--- config.mk ---
export PLATFORM = sky130hd
export DESIGN_NAME = capture_buffer
export DESIGN_NICKNAME = d
export VERILOG_FILES = /design/src/rtl/capture_buffer.sv
export SDC_FILE = /design/constraint.sdc
export NUM_CORES = 2
export LEC_CHECK = 0
export CAP_MARGIN = 20
export CELL_PAD_IN_SITES_DETAIL_PLACEMENT = 1
export CELL_PAD_IN_SITES_GLOBAL_PLACEMENT = 2
export CORE_MARGIN = 10
export CORE_UTILIZATION = 50
export DETAILED_ROUTE_END_ITERATION = 10
export DONT_BUFFER_PORTS = 1
export PLACE_DENSITY = 0.79
export SLEW_MARGIN = 20
export SYNTH_ARGS = -nofsm -noshare
export SYNTH_HDL_FRONTEND = slang
export SYNTH_SLANG_ARGS = --single-unit
--- constraint.sdc ---
create_clock -name CLOCK -period 5.7 [get_ports CLOCK]
set_input_delay 0.57 -clock CLOCK [delete_from_list [all_inputs] [get_ports CLOCK]]
set_output_delay 0.57 -clock CLOCK [all_outputs]
set_load 0.005 [all_outputs]
--- src/rtl/capture_buffer.sv ---
// Multi-channel pre-/post-trigger circular capture buffer with valid/ready readout.
// Optional trigger timestamp output when CAPTURE_TIMESTAMP_EN is defined.
module capture_buffer #(
  parameter int unsigned NUM_CH      = 2,
  parameter int unsigned DWIDTH      = 14,
  parameter int unsigned MAX_SAMPLES = 64,
  parameter int unsigned ADDR_BITS   = $clog2(MAX_SAMPLES),
  parameter int unsigned SEL_BITS    = (NUM_CH > 1) ? $clog2(NUM_CH) : 1
) (
  input  logic                       CLOCK,
  input  logic                       RESET,
  input  logic                       ENABLE,
  input  logic [NUM_CH*DWIDTH-1:0]   DATA_IN,
  input  logic                       ARM,
  input  logic                       ABORT,
  input  logic [SEL_BITS-1:0]        TRIG_SEL,
  input  logic [DWIDTH-1:0]          THRESHOLD,
  input  logic [ADDR_BITS-1:0]       PRE_LEN,
  input  logic [ADDR_BITS:0]         POST_LEN,
  input  logic                       RD_READY,
  output logic                       RD_VALID,
  output logic [NUM_CH*DWIDTH-1:0]   RD_DATA,
  output logic                       RD_LAST,
  output logic                       BUSY,
  output logic                       TRIGGERED,
  output logic                       DONE
`ifdef CAPTURE_TIMESTAMP_EN
  ,
  output logic [31:0]                TRIG_TIMESTAMP
`endif
);

  localparam int unsigned WordW = NUM_CH * DWIDTH;
  localparam int unsigned CntW  = ADDR_BITS + 1;
  localparam logic [CntW-1:0]      Depth    = CntW'(MAX_SAMPLES);
  localparam logic [ADDR_BITS-1:0] LastAddr = ADDR_BITS'(MAX_SAMPLES - 1);

  typedef enum logic [2:0] {StIdle, StPre, StWait, StPost, StReadout} state_e;

  state_e                 state_q;
  logic [ADDR_BITS-1:0]   wr_ptr_q, rd_ptr_q, start_ptr_q, pre_len_q;
  logic [CntW-1:0]        fill_q, post_len_q, rd_left_q;
  logic [SEL_BITS-1:0]    sel_q;
  logic [DWIDTH-1:0]      thr_q, prev_q;
  logic                   rd_valid_q, rd_last_q, triggered_q, done_q;
  logic [WordW-1:0]       rd_word_q;
  logic [WordW-1:0]       mem [MAX_SAMPLES];

  logic [DWIDTH-1:0]      cur_sample;
  logic [ADDR_BITS-1:0]   wr_ptr_inc, rd_ptr_inc, start_calc, pre_clamp;
  logic [CntW-1:0]        post_max, post_clamp, rec_len;
  logic                   trig_fire, wr_en, rd_fetch;

  always_comb begin
    cur_sample = '0;
    for (int k = 0; k < NUM_CH; k++) begin
      if (sel_q == SEL_BITS'(k)) cur_sample = DATA_IN[k*DWIDTH +: DWIDTH];
    end
  end

  assign wr_ptr_inc = (wr_ptr_q == LastAddr) ? '0 : wr_ptr_q + 1'b1;
  assign rd_ptr_inc = (rd_ptr_q == LastAddr) ? '0 : rd_ptr_q + 1'b1;
  // Modulo subtraction done at CntW bits so non-power-of-two depths wrap correctly
  assign start_calc = (wr_ptr_q >= pre_len_q) ? wr_ptr_q - pre_len_q :
                      ADDR_BITS'(CntW'(wr_ptr_q) + Depth - CntW'(pre_len_q));
  assign rec_len    = CntW'(pre_len_q) + post_len_q;

  assign pre_clamp  = (32'(PRE_LEN) > MAX_SAMPLES - 1) ? LastAddr : PRE_LEN;
  assign post_max   = Depth - CntW'(pre_clamp);
  assign post_clamp = (POST_LEN == '0)      ? CntW'(1) :
                      (POST_LEN > post_max) ? post_max : POST_LEN;

  assign trig_fire = !ABORT && (state_q == StWait) && ENABLE &&
                     (cur_sample > thr_q) && (prev_q <= thr_q);
  assign wr_en     = !ABORT && ENABLE &&
                     (((state_q == StPre) && (fill_q != CntW'(pre_len_q))) ||
                      (state_q == StWait) || (state_q == StPost));
  assign rd_fetch  = (state_q == StReadout) && (rd_left_q != '0) && (!rd_valid_q || RD_READY);

  // Sample RAM: no reset so it maps onto block memory
  always_ff @(posedge CLOCK) begin
    if (wr_en) mem[wr_ptr_q] <= DATA_IN;
    if (rd_fetch) rd_word_q <= mem[rd_ptr_q];
  end

  always_ff @(posedge CLOCK or posedge RESET) begin
    if (RESET) begin
      state_q     <= StIdle;
      wr_ptr_q    <= '0;
      rd_ptr_q    <= '0;
      start_ptr_q <= '0;
      pre_len_q   <= '0;
      post_len_q  <= '0;
      fill_q      <= '0;
      rd_left_q   <= '0;
      sel_q       <= '0;
      thr_q       <= '0;
      prev_q      <= '0;
      rd_valid_q  <= 1'b0;
      rd_last_q   <= 1'b0;
      triggered_q <= 1'b0;
      done_q      <= 1'b0;
    end else begin
      done_q <= 1'b0;
      if (ABORT) begin
        state_q     <= StIdle;
        rd_valid_q  <= 1'b0;
        rd_last_q   <= 1'b0;
        triggered_q <= 1'b0;
      end else begin
        unique case (state_q)
          StIdle: begin
            if (ARM) begin
              pre_len_q  <= pre_clamp;
              post_len_q <= post_clamp;
              sel_q      <= TRIG_SEL;
              thr_q      <= THRESHOLD;
              wr_ptr_q   <= '0;
              fill_q     <= '0;
              prev_q     <= '0;
              state_q    <= StPre;
            end
          end
          StPre: begin
            if (fill_q == CntW'(pre_len_q)) begin
              state_q <= StWait;
            end else if (ENABLE) begin
              wr_ptr_q <= wr_ptr_inc;
              fill_q   <= fill_q + 1'b1;
              prev_q   <= cur_sample;
              if (fill_q + 1'b1 == CntW'(pre_len_q)) state_q <= StWait;
            end
          end
          StWait: begin
            if (ENABLE) begin
              wr_ptr_q <= wr_ptr_inc;
              prev_q   <= cur_sample;
              if (trig_fire) begin
                triggered_q <= 1'b1;
                start_ptr_q <= start_calc;
                fill_q      <= CntW'(1);
                if (post_len_q == CntW'(1)) begin
                  rd_ptr_q  <= start_calc;
                  rd_left_q <= rec_len;
                  state_q   <= StReadout;
                end else begin
                  state_q <= StPost;
                end
              end
            end
          end
          StPost: begin
            if (ENABLE) begin
              wr_ptr_q <= wr_ptr_inc;
              fill_q   <= fill_q + 1'b1;
              if (fill_q + 1'b1 == post_len_q) begin
                rd_ptr_q  <= start_ptr_q;
                rd_left_q <= rec_len;
                state_q   <= StReadout;
              end
            end
          end
          StReadout: begin
            if (rd_fetch) begin
              rd_valid_q <= 1'b1;
              rd_last_q  <= (rd_left_q == CntW'(1));
              rd_ptr_q   <= rd_ptr_inc;
              rd_left_q  <= rd_left_q - 1'b1;
            end else if (rd_valid_q && RD_READY) begin
              // Only reached once the final word is being accepted
              rd_valid_q  <= 1'b0;
              rd_last_q   <= 1'b0;
              triggered_q <= 1'b0;
              done_q      <= 1'b1;
              state_q     <= StIdle;
            end
          end
          default: state_q <= StIdle;
        endcase
      end
    end
  end

`ifdef CAPTURE_TIMESTAMP_EN
  logic [31:0] ts_cnt_q, ts_trig_q;

  always_ff @(posedge CLOCK or posedge RESET) begin
    if (RESET) begin
      ts_cnt_q  <= '0;
      ts_trig_q <= '0;
    end else begin
      if (ENABLE) ts_cnt_q <= ts_cnt_q + 32'd1;
      if (trig_fire) ts_trig_q <= ts_cnt_q;
    end
  end

  assign TRIG_TIMESTAMP = ts_trig_q;
`endif

  assign RD_VALID  = rd_valid_q;
  assign RD_DATA   = rd_valid_q ? rd_word_q : '0;
  assign RD_LAST   = rd_last_q;
  assign BUSY      = (state_q != StIdle);
  assign TRIGGERED = triggered_q;
  assign DONE      = done_q;

endmodule
==> flow_results.org <==
** STA
- Final-report hold violation count :: 0
- Based on the critical path, the design can be clocked at up to 232 MHz.
- Number of failing setup endpoints in the final timing report :: 0
- The final critical path takes up 75.5% of the cycle.
- Number of max-slew violations in the final report :: 0
- Slew at the pin closest to its max-slew limit :: 1120 ps
- For the final routed database, the setup TNS stands at 0 ps.
- Minimum clock period after layout :: 4300 ps
- Setup repair after global routing left no endpoint under its margin.
- The tightest hold path in the finished design has a slack of 51.6 ps.
- Normalized max-slew margin :: 25.0%
- Clock skew :: 31.9 ps
- After layout, the worst setup slack is 1400 ps.

** Layout
- Relative to the synthesized area, the layout overhead comes to 13.5%.
- Total of fill cells in the finished design :: 12200
- After routing the design area is 0.0849 sq mm.
- After the last flow step, the layout net total stands at 3563.
- Fraction of final layout cells sized beyond drive strength 1 :: 28.6%
- Core utilization of the finished layout :: 57.3%
- Non-filler instance count after layout :: 5534

** Yosys
- Ranking of synthesized cells by area :: sky130_fd_sc_hd__edfxtp_1, sky130_fd_sc_hd__mux4_2, sky130_fd_sc_hd__dfrtp_1, sky130_fd_sc_hd__ha_1, sky130_fd_sc_hd__nor2_1
- Syn Inst Count :: 3329
- Number of distinct library cells after synthesis :: 71
- Area leader, netlist :: sky130_fd_sc_hd__edfxtp_1
- Among all flip-flop cells after synthesis, the most frequent one is sky130_fd_sc_hd__edfxtp_1.
- In the synthesized netlist, the cells that appear most often are sky130_fd_sc_hd__edfxtp_1, sky130_fd_sc_hd__mux4_2, sky130_fd_sc_hd__nor2_1.
- The share of synthesized area in the top cell type comes to 73.1%.
- Post-synth design cell area :: 0.0748 sq mm
- Yosys warning total :: 0
- Part of the Yosys area used for sequential elements :: 75.8%
- The most common cell in the synthesized netlist is sky130_fd_sc_hd__edfxtp_1.
- For this run, asynchronously set or reset flops after synthesis account for 4.26%.
- Syn avg cell area :: 22.5 sq um
- The synthesized design contains 1901 register bits.
- The synthesized design contains 1820 enable-type register cells.
- Nets in the synthesized netlist :: 3446

** Floorplan
- The die covers 0.165 sq mm.
- The die is 407 microns tall.
- Die width :: 407 microns
- The core region is 0.148 sq mm.
- Count of pins on the block boundary :: 95
- For this configuration, the core starts out at a cell density of 50.5%.
- Placement row count :: 141

** Power and ir drop
- Highest ir drop seen on vdd :: 0.390 mV
- Post-route total power :: 38.1 mW
- PD cells :: 449 mW/mm^2
- LEAKAGE :: 26.3 nW

** CTS
- The clock reaches the later pin of the worst-skew pair after 820 ps.
- Once the clock tree was built, the setup fixing pass inserted 0 buffers.
- Clock-pin slew was measured on the worst setup and hold paths at 60 ps.
- Maximum number of buffers from clock root to sink :: 3
- CTS H-tree lvls :: 4
- Clock buffers created by TritonCTS :: 186
- The clock net in this run drives a total of 1901 sinks.
- CTS placed an instance of sky130_fd_sc_hd__clkbuf_16 at the clock tree root.
- CTS tree :: done

** Placed design
- The congestion estimate from routability-driven global placement came to 0.835.
- In this run the cell area measured after placement is 0.0774 sq mm.
- DP Wirelength :: 114000 microns
- Port buffer count :: 0
- Number of cells in the design after placement :: 5112
- Prior to clock tree synthesis, the placed netlist has a worst setup slack of 1410 ps.

** Route
- After detailed routing, the average wire length per cell comes to 36.0 microns.
- The first detailed-routing pass ran for 5 iterations.
- After detailed routing, the number of remaining DRC violations is 0.
- After the first detailed-routing iteration, the DRC count stood at 4325.
- Across all layers, the routed design uses 35800 vias.
- DRT Wirelength :: 199000 microns
- Post-DRT Antenna Nets :: 0
- In the routed layout, each cell is associated on average with a via count of 6.46.

** Setup path
- In this run the worst path has a maximum fanout of 28.
- Startpoint types :: register
- The worst setup path is of the reg -> reg kind.
- Data arrival at the endpoint of the critical path :: 4720 ps
- Required time reported for the critical path endpoint :: 6110 ps
- Kind of capture point of the worst setup path :: register
- Slack of the worst reg-to-reg path :: 1400 ps

** Global route
- The first global-routing pass estimated 285000 microns of wire.
- Total global-route track usage :: 24.2%
- Entering global routing, the biggest net connects 108 pins.
- The via count of the first global-routing pass was 37700.
- The number of antenna violations at the first check in global routing came to 21.
- After global routing the overflow that remains totals 0.

** Min path
- The worst hold path belongs to the class in -> reg.

** Run status
- Result of the run :: finished clean

** Flow run
- Max-cap violations in this run came to 0.
-- cell usage in the layout, fill, tap and decap left out, types with 6 or more instances in the layout --
| cell type | count |
|---|---|
| sky130_fd_sc_hd__a221oi_1 | 6 |
| sky130_fd_sc_hd__ha_1 | 53 |
| sky130_fd_sc_hd__nor2_4 | 64 |
| sky130_fd_sc_hd__a21oi_1 | 34 |
| sky130_fd_sc_hd__a31oi_1 | 8 |
| sky130_fd_sc_hd__nor2_1 | 49 |
| sky130_fd_sc_hd__buf_4 | 15 |
| sky130_fd_sc_hd__nand2_1 | 77 |
| sky130_fd_sc_hd__xnor2_1 | 21 |
| sky130_fd_sc_hd__nor3_1 | 18 |
| sky130_fd_sc_hd__nand4_1 | 7 |
| sky130_fd_sc_hd__clkbuf_16 | 189 |
| sky130_fd_sc_hd__clkinv_2 | 37 |
| sky130_fd_sc_hd__bufinv_16 | 14 |
| sky130_fd_sc_hd__a21o_1 | 6 |
| sky130_fd_sc_hd__o21ai_1 | 63 |
| sky130_fd_sc_hd__mux4_2 | 588 |
| sky130_fd_sc_hd__o22ai_1 | 8 |
| sky130_fd_sc_hd__dlygate4sd3_1 | 25 |
| sky130_fd_sc_hd__o21ai_0 | 13 |
| sky130_fd_sc_hd__xor2_1 | 14 |
| sky130_fd_sc_hd__or4_1 | 6 |
| sky130_fd_sc_hd__o31a_1 | 6 |
| sky130_fd_sc_hd__mux2_2 | 13 |
| sky130_fd_sc_hd__inv_1 | 41 |
| sky130_fd_sc_hd__and2_1 | 31 |
| sky130_fd_sc_hd__and3_1 | 6 |
| sky130_fd_sc_hd__clkbuf_1 | 36 |
| sky130_fd_sc_hd__clkinv_1 | 49 |
| sky130_fd_sc_hd__nand3_1 | 13 |
| sky130_fd_sc_hd__buf_12 | 14 |
| sky130_fd_sc_hd__nand2b_1 | 20 |
| sky130_fd_sc_hd__dfrtp_1 | 74 |
| sky130_fd_sc_hd__buf_16 | 49 |
| sky130_fd_sc_hd__edfxtp_1 | 1820 |
-- sequential cells by signal, summed over array words and instances, names as in the netlist, 3 cells and up --
name	count
pre_len_q	6
state_q	3
rd_word_q	28
prev_q	14
post_len_q	7
start_ptr_q	6
mem	1792
rd_ptr_q	6
wr_ptr_q	6
fill_q	7
rd_left_q	7
thr_q	14
-- worst max-delay path, stage by stage, from the launching register on --
cell and delay [ps]:
sky130_fd_sc_hd__dfrtp_1 550, sky130_fd_sc_hd__xor2_1 350, sky130_fd_sc_hd__o41ai_1 180, sky130_fd_sc_hd__a21boi_1 290
sky130_fd_sc_hd__o21ai_2 180, sky130_fd_sc_hd__nor3_2 520, sky130_fd_sc_hd__nand4_2 730, sky130_fd_sc_hd__nor2_4 1080
-- cells by family (layout without fill, tap and decap cells) --
logic type                 after synthesis  count (layout)  share of synthesized area [%]
muxes                                  610             610                           18.0
adders and majority gates               55              55                          0.940
xor gates and xnor gates                35              35                          0.410
and+or+nand+nor                        323             323                           2.08
other                                    0               5                              0
DFF                                   1901            1901                           75.8
AOI/OAI and AO/OA                      184             184                           1.53
buffers and inverters                  221             491                           1.24
-- where the power goes --
group	leakage [nW]	internal (mW)	switching, mW	total [mW]
clock	2.87	6.72	5.26	12.0
sequential	17.4	15.7	0.612	16.3
combinational	6.02	4.55	5.31	9.86
total	26.3	27.0	11.2	38.1
-- worst paths after layout --
kind	startpoint	end	cells past startpoint
setup / recovery	fill_q[3]$_DFFE_PP0P_	mem[4][5]$_DFFE_PP_	7
hold / removal	DATA_IN[0]	prev_q[0]$_DFFE_PP0P_	2
setup reg to reg	fill_q[3]$_DFFE_PP0P_	mem[4][5]$_DFFE_PP_	7
hold reg to reg	prev_q[0]$_DFFE_PP0P_	prev_q[0]$_DFFE_PP0P_	2
max in group asynchronous	RESET	rd_ptr_q[2]$_DFFE_PP0P_	3
min in group asynchronous	RESET	prev_q[6]$_DFFE_PP0P_	2
-- final cells by class --
cell class                      instances  area, sq um  area share, %
Clock inverter                        116         1020           1.20
Antenna cell                            5         12.5         0.0147
Timing Repair Buffer                  104         2000           2.36
Sequential cell                      1901        56700           66.8
Tap cell                             1930         2410           2.84
Inverter                               46          174          0.205
Clock buffer                          225         4860           5.73
Multi-Input combinational cell       1207        17700           20.8
-- routing by layer --
| metal | wire length, microns | track usage (%) |
|---|---|---|
| met5 | 84 | 0 |
| met3 | 15000 | 4.05 |
| met4 | 5140 | 6.56 |
| met2 | 101000 | 40.1 |
| met1 | 78300 | 33.7 |
-- timing repair --
| action | 4_1_cts | 5_1_grt |
|---|---|---|
| gates resized for setup | 0 | 0 |
| endpoints found under the hold margin | 1850 | 0 |
| endpoints found under the setup margin | 0 | 0 |
| hold buffers | 53 | 0 |
Note: power is estimated with default switching activity, not from simulation.
